==> src/rtl/arm_pkg.sv <==
// Shared types and defaults for the instruction/data memory arbiter.
package arm_pkg;

  localparam int unsigned STARVE_MAX_DEFAULT = 4;
  localparam int unsigned DATA_W             = 32;
  localparam int unsigned ADDR_W             = 32;

  typedef enum logic [1:0] {
    IDLE  = 2'd0,
    IBUSY = 2'd1,
    DBUSY = 2'd2,
    DONE  = 2'd3
  } arb_state_t;

endpackage

==> src/rtl/starve_counter.sv <==
// Saturating count of data grants made while an instruction fetch waits.
module starve_counter #(
  parameter int unsigned MAX = 4,
  parameter int unsigned CW  = $clog2(MAX + 1)
) (
  input  logic          clk,
  input  logic          reset,
  input  logic          inc,
  input  logic          clr,
  output logic [CW-1:0] count
);

  // Clear wins over increment; increment stops at MAX.
  always_ff @(posedge clk) begin
    if (reset) begin
      count <= '0;
    end else if (clr) begin
      count <= '0;
    end else if (inc && (count != CW'(MAX))) begin
      count <= count + CW'(1);
    end
  end

endmodule

==> src/rtl/mem_arbiter.sv <==
// Arbitrates a fetch port and a data port onto one single-outstanding memory bus.
module mem_arbiter
  import arm_pkg::*;
#(
  parameter int unsigned STARVE_MAX = STARVE_MAX_DEFAULT
) (
  input  logic        clk,
  input  logic        reset,
  input  logic        i_req,
  input  logic [31:0] i_addr,
  output logic [31:0] i_rdata,
  output logic        i_ready,
  input  logic        d_req,
  input  logic        d_we,
  input  logic [31:0] d_addr,
  input  logic [31:0] d_wdata,
  output logic [31:0] d_rdata,
  output logic        d_ready,
  output logic        m_en,
  output logic        m_we,
  output logic [31:0] m_addr,
  output logic [31:0] m_wdata,
  input  logic [31:0] m_rdata,
  input  logic        m_ack
);

  localparam int unsigned CW = $clog2(STARVE_MAX + 1);

  arb_state_t  state;
  arb_state_t  state_nx;
  logic [CW-1:0] starve_cnt;
  logic        grant_i;
  logic        grant_d;
  logic        starved;

  logic        m_en_nx;
  logic        m_we_nx;
  logic [31:0] m_addr_nx;
  logic [31:0] m_wdata_nx;
  logic        i_ready_nx;
  logic        d_ready_nx;
  logic [31:0] i_rdata_nx;
  logic [31:0] d_rdata_nx;

  assign starved = (starve_cnt == CW'(STARVE_MAX));

  // Starvation bookkeeping: count data wins over a waiting fetch, clear on fetch win.
  starve_counter #(
    .MAX (STARVE_MAX),
    .CW  (CW)
  ) u_starve_counter (
    .clk   (clk),
    .reset (reset),
    .inc   (grant_d & i_req),
    .clr   (grant_i),
    .count (starve_cnt)
  );

  // State register.
  always_ff @(posedge clk) begin
    if (reset) begin
      state <= IDLE;
    end else begin
      state <= state_nx;
    end
  end

  // Next-state, grant decision and next values for the registered outputs.
  always_comb begin
    state_nx   = state;
    grant_i    = 1'b0;
    grant_d    = 1'b0;
    m_en_nx    = m_en;
    m_we_nx    = m_we;
    m_addr_nx  = m_addr;
    m_wdata_nx = m_wdata;
    i_ready_nx = 1'b0;
    d_ready_nx = 1'b0;
    i_rdata_nx = i_rdata;
    d_rdata_nx = d_rdata;

    case (state)
      IDLE: begin
        if (d_req && !(i_req && starved)) begin
          grant_d    = 1'b1;
          m_en_nx    = 1'b1;
          m_we_nx    = d_we;
          m_addr_nx  = d_addr;
          m_wdata_nx = d_wdata;
          state_nx   = DBUSY;
        end else if (i_req) begin
          grant_i    = 1'b1;
          m_en_nx    = 1'b1;
          m_we_nx    = 1'b0;
          m_addr_nx  = i_addr;
          m_wdata_nx = 32'h0;
          state_nx   = IBUSY;
        end
      end
      IBUSY: begin
        if (m_ack) begin
          i_rdata_nx = m_rdata;
          i_ready_nx = 1'b1;
          m_en_nx    = 1'b0;
          state_nx   = DONE;
        end
      end
      DBUSY: begin
        if (m_ack) begin
          if (!m_we) begin
            d_rdata_nx = m_rdata;
          end
          d_ready_nx = 1'b1;
          m_en_nx    = 1'b0;
          state_nx   = DONE;
        end
      end
      DONE: begin
        state_nx = IDLE;
      end
      default: begin
        state_nx = IDLE;
        m_en_nx  = 1'b0;
      end
    endcase
  end

  // Output registers; reset also aborts any access in flight.
  always_ff @(posedge clk) begin
    if (reset) begin
      m_en    <= 1'b0;
      m_we    <= 1'b0;
      m_addr  <= 32'h0;
      m_wdata <= 32'h0;
      i_ready <= 1'b0;
      d_ready <= 1'b0;
      i_rdata <= 32'h0;
      d_rdata <= 32'h0;
    end else begin
      m_en    <= m_en_nx;
      m_we    <= m_we_nx;
      m_addr  <= m_addr_nx;
      m_wdata <= m_wdata_nx;
      i_ready <= i_ready_nx;
      d_ready <= d_ready_nx;
      i_rdata <= i_rdata_nx;
      d_rdata <= d_rdata_nx;
    end
  end

endmodule

==> config.mk <==
export PLATFORM = sky130hd
export DESIGN_NAME = mem_arbiter
export DESIGN_NICKNAME = d
export VERILOG_FILES = /design/src/rtl/arm_pkg.sv /design/src/rtl/starve_counter.sv /design/src/rtl/mem_arbiter.sv
export SDC_FILE = /design/constraint.sdc
export NUM_CORES = 1
export LEC_CHECK = 0
export ABC_AREA = 1
export CORE_MARGIN = 2
export CORE_UTILIZATION = 44
export DETAILED_ROUTE_END_ITERATION = 8
export HOLD_SLACK_MARGIN = 0.08
export PLACE_DENSITY = 0.91
export SLEW_MARGIN = 20
export SYNTH_ARGS = -nofsm -noshare
export SYNTH_HDL_FRONTEND = slang
export SYNTH_SLANG_ARGS = --single-unit
==> constraint.sdc <==
create_clock -name clk -period 2.8 [get_ports clk]
set_input_delay 0.42 -clock clk [delete_from_list [all_inputs] [get_ports clk]]
set_output_delay 0.42 -clock clk [all_outputs]
set_load 0.1 [all_outputs]
After elaboration in Yosys (flattened, before gate mapping)

Index checks and enable logic that the tools add are counted.

$add $sub $neg: 1
Equality and inequality tests: 7
Mux-type cells: 20
Bitwise operators: 4
Reduce and logical (&&, ||, !) cells: 16

Operators with widths:

| cell                  | count |
|---|---|
| $mux W32              | 4 |
| $mux W1               | 11 |
| $reduce_or A2 Y1      | 4 |
| $mux W2               | 3 |
| $ne A3 B3 Y1 const B  | 2 |
| $pmux W2 S3           | 1 |
| $reduce_and A2 Y1     | 3 |
| $reduce_and A3 Y1     | 2 |
| $eq A2 B2 Y1 const B  | 2 |
| $reduce_bool A2 Y1    | 2 |
| $add A3 B1 Y3 const B | 1 |
| $eq A3 B3 Y1 const B  | 1 |
| $logic_and A1 B1 Y1   | 3 |
| $not A1 Y1            | 3 |
| $eq A2 B1 Y1 const B  | 1 |
| $logic_not A2 Y1      | 1 |
| $ne A2 B1 Y1 const B  | 1 |
| $pmux W1 S2           | 1 |
| $and A1 B1 Y1         | 1 |
| $logic_not A1 Y1      | 1 |

Bits in registers: 137
Logic and storage cells: 58

Longest topological paths before layout

Gate-level depths: netlist of the first run.

Depth after elaboration: 8
Gate-level depth with buffers: 9
Mapped depth without buffers: 8

Cells and area by module

Synthesis of the first run repeated with hierarchy kept, for this count alone.

Cell total of the unflattened synthesis: 773
Area, all modules: 5570.3 µm²

Modules (own cells, without submodules):

| module         | instances | cells each | area each (µm²) | sequential area each (µm²) |
|---|---|---|---|---|
| mem_arbiter    | 1         | 747        | 5401.4          | 2682.6 |
| starve_counter | 1         | 26         | 168.9           | 60.1 |

Least setup slack after synthesis of the first run

No wires, ideal clock.

Path type: reg-to-reg
Start: reg m_we
End: reg d_rdata[0]
Setup time: 0.118 ns
Arrival time: 1.573 ns
Setup slack: 1.109 ns
Cell stages (with the launch flop): 5
Buffers on the path: 1
Period minus slack after synthesis: 1.691 ns
Path through: dfxtp_1 -> nor2_1 -> buf_2 -> o21ai_0 -> nor2_1

Word-level cells in the longest chain between the ends: 2

RTL lines:

| item                               | line               | text |
|---|---|---|
| from (decl)                        | mem_arbiter.sv:20  | `output logic m_we,` |
| from (signal assigned)             | mem_arbiter.sv:141 | `m_we <= m_we_nx;` |
| $not A1 Y1 (no source line)        | -                  |  |
| $reduce_and A3 Y1 (no source line) | -                  |  |
| to (signal assigned)               | mem_arbiter.sv:147 | `d_rdata <= d_rdata_nx;` |
| to (decl)                          | mem_arbiter.sv:17  | `output logic [31:0] d_rdata,` |

Every way passes these cells.
A chain may end at the register's enable or synchronous reset.

Worst setup path in the final report of the first run

Start: reg u_starve_counter.count[0]
End: reg m_wdata[4]

Word-level cells in the longest chain between the ends: 6

RTL lines:

| item                                | line                 | text |
|---|---|---|
| from (decl)                         | starve_counter.sv:10 | `output logic [CW-1:0] count` |
| from (signal assigned)              | starve_counter.sv:20 | `count <= count + CW'(1);` |
| $eq A3 B3 Y1 (*)                    | mem_arbiter.sv:45    | `assign starved = (starve_cnt == CW'(STARVE_MAX));` |
| $logic_and A1 B1 Y1 (*)             | mem_arbiter.sv:84    | `if (d_req && !(i_req && starved)) begin` |
| $logic_not A1 Y1 (*)                | mem_arbiter.sv:84    |  |
| $logic_and A1 B1 Y1 (*)             | mem_arbiter.sv:84    |  |
| $reduce_bool A2 Y1 (no source line) | -                    |  |
| $reduce_and A2 Y1 (no source line)  | -                    |  |
| to (signal assigned)                | mem_arbiter.sv:143   | `m_wdata <= m_wdata_nx;` |
| to (decl)                           | mem_arbiter.sv:22    | `output logic [31:0] m_wdata,` |

Mark *: on every way between the ends. The rest lies on a longest branch, timed or not.

==> results of run 1 <==
-- cell families after synthesis --
kind of cell	Yosys count
AOI/OAI and AO/OA	134
xor gates and xnor gates	1
adders and majority gates	6
buffers and inverters	135
DFF	137
and+or+nand+nor	361
-- through the flow --
stage	std cells	hold WS, ns	power [W]	cell area, µm²
global placement	1162	0.430	0.00839	7950
floorplan	774	0.456	0.00723	5640
detailed placement	1162	0.437	0.00846	7950
CTS	1194	0.447	0.0107	8540
global route	1194	0.481	0.0112	8540
finish	1194	0.444	0.0107	8540
-- worst max-delay path, cell delays in order, from the launching register on --
cell and delay [ns]:
dfxtp_1 0.35, inv_1 0.06, ha_1 0.23, nand3_2 0.10, buf_4 0.56, nand4_1 0.20
a21oi_1 0.20
-- per-layer routing --
| metal | up-vias | wire, µm | global-route usage (%) | share of wire (%) |
|---|---|---|---|---|
| met3 | 46 | 1750 | 8.81 | 9.9 |
| met1 | 2704 | 7010 | 29.5 | 40 |
| met2 | 290 | 8260 | 40.7 | 47 |
| met5 | - | 0 | 0 | 0 |
| met4 | 0 | 598 | 12.5 | 3.4 |
| li1 | 2961 | - | - | - |
-- path summary, 6_finish.rpt --
path / startpoint / to / depth (start not counted)
min reg2reg: m_en / m_en / 2
max reg2reg: u_starve_counter.count[0] / m_wdata[4] / 6
max: u_starve_counter.count[0] / m_wdata[4] / 6
min: m_en / m_en / 2
-- final cells by class --
cell class,instances,area [µm²]
inverters,76,285
multi-input cells,502,2300
clock buffers,20,447
fillers,1004,4030
clock inverters,12,144
repair buffers,275,2410
flip-flops and latches,137,2740
well taps,172,215
-- Yosys cell counts --
master / instances
nand3_1: 67
inv_2: 2
nand4_1: 33
buf_2: 25
clkbuf_1: 16
nor3_1: 1
clkbuf_2: 1
dfxtp_1: 137
xor2_1: 1
ha_1: 6
inv_1: 74
nand2_1: 118
a21oi_1: 69
o21ai_0: 64
nor2_1: 140
buf_4: 9
nand3_2: 1
nand2_2: 1
buf_6: 3
buf_1: 5
o21ai_4: 1
-- power groups by stage --
stage	clock (W)	sequential [W]	combinational [W]
global route	0.00235	0.00271	0.00609
finish	0.00222	0.00266	0.00578
floorplan	0	0.00580	0.00143
detailed placement	0	0.00269	0.00577
global placement	0	0.00268	0.00572
CTS	0.00225	0.00266	0.00579
-- state kept, by name, summed over array words and instances, names as in the netlist --
name	count
d_rdata	32
i_rdata	32
m_wdata	32
i_ready	1
m_addr	32
d_ready	1
m_en	1
u_starve_counter.count	3
state	2
m_we	1
==> out/results.ini, run 1 <==
[synthesis]
synth_top_area_share_pct=48.7
syn_area_per_cell_um2=7.28
synth-simple-area-share_pct=27.2
synth_mux_area_share_pct=0
synth_compound_area_share_pct=12.1
ys_ff_latch=137
synth_top_family_by_area=simple AND/OR/NAND/NOR gates
ys_seq_area_share_pct=48.7
synth_area_leaders=dfxtp_1, nor2_1, nand2_1
synth.distinct_cells=21
syn-num-nets=914
synthAdderAreaFrac_pct=1.33
synthCells=774
yosysTopAreaCell=dfxtp_1
yosysWarningCount=0
syn-cell-area_um2=5640
synth_xor_area_share_pct=0.155

[setup_path]
startpoint_type=flip-flop
critPathKind=flip-flop to flip-flop
cp_data_required_time_ns=3.14
worstPathArrival_ns=2.12
ff2ff_setup_slack_ns=1.01
critPathMaxFanout=66
end_kind=flip-flop

[cells_and_area]
final_util_pct=68.0
drive_above_1_share_pct=17.5
diodes=0
final_cell_mix=nor2_1, buf_4, dfxtp_1
area_growth_pct=51.6
final_net_count=1149

[die]
num_rows=41
num_io_pins=266
core_um2=12600
start_util_pct=44.8
die_y_um=117
die_w_um=117
die_area_um2=13700

[clock_network]
postCtsHoldBufs=0
cts_resized=0
cts.reportedPaths.clkPinSlew_ns=0.06
cts.htree.levels=4
cts_buffers=17
clock_latency_ns=0.42
cts_root_buffer=clkbuf_16
cts_tree=done
postCtsSetupRepairBufs=0
clock_path_buffers=2
clock-sinks=137

[timing]
setup_ws_ns=1.01
worst_pin_slew_ns=0.722
fin_crit_ns=1.79
setup_viol=0
maxSlewViolCount=0
setup_tns_ns=0
clock_skew_ns=0.00626
slew_headroom_pct=51.7
fin_crit_sh_pct=63.8
finalHoldViolations=0
rsz0062_at_grt=no
max_freq_mhz=560

[placement]
globalplace.congestion=0.826
place_hpwl_um=11900
pre_cts_ws_ns=0.653
portBuffers=265

[global_routing]
antenna_found_initial=0
grt_pass1_wl_um=26900
grt_max_degree=68
overflow=0
grt_usage_pct=25.1
first_global_vias=5515

[drt]
totalWireLength_um=17600
via_count=6001
dr.first_iter.drc_count=583
remaining_drc_errors=0
postRouteAntennaNets=0
wl_per_cell_um=14.8
dr.pass1.iters=5
via_per_inst=5.03

[power_and_ir_drop]
power_frac_seq_pct=24.9
internal_power_w=0.00502
comb_power_share_pct=54.2
switching_power_w=0.00565
p_leak_nw=3.96
p_sw_share_pct=53.0
clkPwrFrac_pct=20.8
pwr_density_cell_nw_per_um2=1250
vdd_ir_drop_max_v=0.000733

[flow_run]
maxCapViolCount=0

[run_status]
outcome=finished, final reports clean

[worst_hold_path]
hold_class=flip-flop to flip-flop

(Power assumes the default switching activity.)
==> run 2, diff against run 1 <==
--- a/config.mk
+++ b/config.mk
@@ -7,10 +7,10 @@
 export LEC_CHECK = 0
 export ABC_AREA = 1
 export CORE_MARGIN = 2
-export CORE_UTILIZATION = 44
+export CORE_UTILIZATION = 41
 export DETAILED_ROUTE_END_ITERATION = 8
 export HOLD_SLACK_MARGIN = 0.08
-export PLACE_DENSITY = 0.91
+export PLACE_DENSITY = 0.86
 export SLEW_MARGIN = 20
 export SYNTH_ARGS = -nofsm -noshare
 export SYNTH_HDL_FRONTEND = slang
==> constraint.sdc (replaced) <==
create_clock -name clk -period 1.8 [get_ports clk]
set_input_delay 0.27 -clock clk [delete_from_list [all_inputs] [get_ports clk]]
set_output_delay 0.27 -clock clk [all_outputs]
set_load 0.1 [all_outputs]
==> run 2 against run 1 <==
  * Final cell count grew 1.8%
  * Final area grew 3.9%
  * Critical path depth rose by 2
  * Flip-flop and latch count stayed put
  * Worst hold slack lost 0.15 ns
  * Highest routed layer unchanged
==> out/results.ini, run 2 (synthesis results as in run 1) <==
[clock_network]
cts.reportedPaths.clkPinSlew_ns=0.06  ; about the same
cts.htree.levels=4  ; unchanged
cts_resized=0  ; unchanged
clock_latency_ns=0.42  ; about the same
cts_buffers=17  ; unchanged
clock_path_buffers=2  ; unchanged
postCtsHoldBufs=0  ; unchanged
cts_tree=done  ; unchanged
clock-sinks=137  ; unchanged
postCtsSetupRepairBufs=0  ; unchanged
cts_root_buffer=clkbuf_16  ; unchanged

[run_status]
outcome=finished, final reports clean  ; unchanged

[die]
start_util_pct=42.2  ; was 44.8%
core_um2=13300  ; was 12,600 µm²
num_rows=42  ; was 41
num_io_pins=266  ; unchanged
die_y_um=121  ; was 117 µm
die_area_um2=14700  ; was 13,700 µm²
die_w_um=121  ; was 117 µm

[setup_path]
critPathSlowestCell=dfxtp_1  ; was buf_4
startpoint_type=flip-flop  ; unchanged
r2r-end=m_addr[26]  ; was m_wdata[4]
reg2regPathDepth=8  ; was 6
crit_top_cell=inv_1
critPathMaxFanout=28  ; was 66
worstPathCellList=inv_1, ha_1, o21ai_4, inv_2, buf_12, nand3_1, nand2_1, inv_1  ; was inv_1, ha_1, nand3_2, buf_4, nand4_1, a21oi_1
slowest_delay_ns=0.32  ; was 0.56 ns
r2r_start=state[0]  ; was u_starve_counter.count[0]
cp_data_required_time_ns=2.12  ; was 3.14 ns
critPathKind=flip-flop to flip-flop  ; unchanged
end_kind=flip-flop  ; unchanged
worstPathArrival_ns=1.86  ; was 2.12 ns
ff2ff_setup_slack_ns=0.26  ; was 1.01 ns

[cells_and_area]
final_common_cell=buf_4
final_net_count=1166  ; was 1,149
area_growth_pct=57.5  ; was 51.6%
final_cell_mix=buf_4, nor2_1, dfxtp_1  ; was nor2_1, buf_4, dfxtp_1
drive_above_1_share_pct=19.1  ; was 17.5%
stdcell_area_um2=8870  ; was 8540 µm²

[power_and_ir_drop]
vdd_ir_drop_max_v=0.00119  ; was 0.000733 V
switching_power_w=0.00880  ; was 0.00565 W
p_total_w=0.0172  ; was 0.0107 W
pwr_density_cell_nw_per_um2=1940  ; was 1250 nW/µm²
p_leak_nw=4.11  ; was 3.96 nW
power_frac_seq_pct=24.1  ; was 24.9%
clkPwrFrac_pct=22.4  ; was 20.8%
p_sw_share_pct=51.0  ; was 53.0%
internal_power_w=0.00844  ; was 0.00502 W
comb_power_share_pct=53.5  ; was 54.2%

[timing]
rsz0062_at_grt=no  ; unchanged
setup_viol=0  ; unchanged
worst_pin_slew_ns=0.547  ; was 0.722 ns
fin_crit_ns=1.54  ; was 1.79 ns
max_freq_mhz=648  ; was 560 MHz
fin_crit_sh_pct=85.7  ; was 63.8%
finalHoldViolations=0  ; unchanged
setup_tns_ns=0  ; unchanged
slew_headroom_pct=63.5  ; was 51.7%
clock_skew_ns=0.00626  ; about the same
maxSlewViolCount=0  ; unchanged

[drt]
via_per_inst=4.91  ; was 5.03
totalWireLength_um=17800  ; was 17,600 µm
dr.first_iter.drc_count=415  ; was 583
via_count=5970  ; was 6,001
dr.pass1.iters=7  ; was 5
remaining_drc_errors=0  ; unchanged
wl_per_cell_um=14.6  ; was 14.8 µm
postRouteAntennaNets=0  ; unchanged

[worst_hold_path]
min_path_cells=3  ; was 2
hold_class=input port to flip-flop  ; was flip-flop to flip-flop
hold-path-endpoint=m_wdata[3]  ; was m_en
hold_start=reset  ; was m_en

[global_routing]
grt_usage_pct=23.8  ; was 25.1%
first_global_vias=5646  ; was 5,515
grt_pass1_wl_um=27600  ; was 26,900 µm
grt_max_degree=53  ; was 68
overflow=0  ; unchanged
antenna_found_initial=1  ; was 0

[flow_run]
maxCapViolCount=0  ; unchanged

[placement]
place_hpwl_um=12800  ; was 11,900 µm
globalplace.congestion=0.847  ; was 0.826
placed_cell_area_um2=8210  ; was 7950 µm²
portBuffers=265  ; unchanged

==> run 2: changes by cell type in the layout (fill, tap and decap cells not counted), moves of 2 or more <==
cell	previous run	this run
buf_4	140	147
clkinv_4	5	2
inv_6	1	3
buf_12	2	12
bufinv_16	2	5
==> run 2: area by class of cell <==
cell class | count | area (µm²)
tap | 176 | 220
antenna | 1 | 2.50
inverter | 76 | 285
clock buffer | 19 | 443
multi-input combinational | 502 | 2300
fill | 1102 | 4470
clock inverter | 13 | 216
timing repair buffer | 292 | 2670
sequential | 137 | 2740
==> run 2: worst max-delay path, delay by kind of cell, from the launching register on <==
kind	cells	cell delay, ns
buffers and inverters	4	0.51
and+or+nand+nor	2	0.19
AOI/OAI and AO/OA	1	0.12
DFF	1	0.32
adders and majority gates	1	0.31
==> run 2: power by group through the flow <==
stage / Clock [W] / Sequential, W / Combinational, W
after floorplan: 0 / 0.00903 / 0.00223
after global placement: 0 / 0.00419 / 0.00915
after detailed placement: 0 / 0.00421 / 0.00924
after CTS: 0.00392 / 0.00416 / 0.00926
after global routing: 0.00405 / 0.00424 / 0.00975
final: 0.00386 / 0.00416 / 0.00923
==> run 2: how the worst max path moves through the flow <==
stage              from          to  slack, ns  depth (start not counted)
2_1_floorplan      m_we  d_rdata[0]       0.11                          4
3_3_place_gp      i_req  m_addr[26]       0.14                          7
3_5_place_dp      i_req  m_addr[12]       0.08                          7
4_1_cts        state[0]  m_addr[15]       0.27                          8
5_1_grt        state[0]  m_addr[31]       0.12                          8
6_report       state[0]  m_addr[26]       0.26                          8
==> run 2: layer usage <==
metal	GRT usage, %	routed length [µm]	vias up
met1	27.3	6940	2709
met2	41.2	8720	248
met3	8.22	1800	20
met4	8.41	332	0
li1	-	-	2993
met5	0	0	-
==> run 2: per-stage QoR <==
stage / hold slack, ns / setup slack, ns / util, % / cells
finish: 0.295 / 0.257 / 66.5 / 1216
global route: 0.299 / 0.117 / 66.5 / 1216
CTS: 0.281 / 0.265 / 66.5 / 1215
detailed placement: 0.456 / 0.0813 / 61.5 / 1183
global placement: 0.453 / 0.143 / 61.5 / 1183
floorplan: 0.405 / 0.109 / - / 774
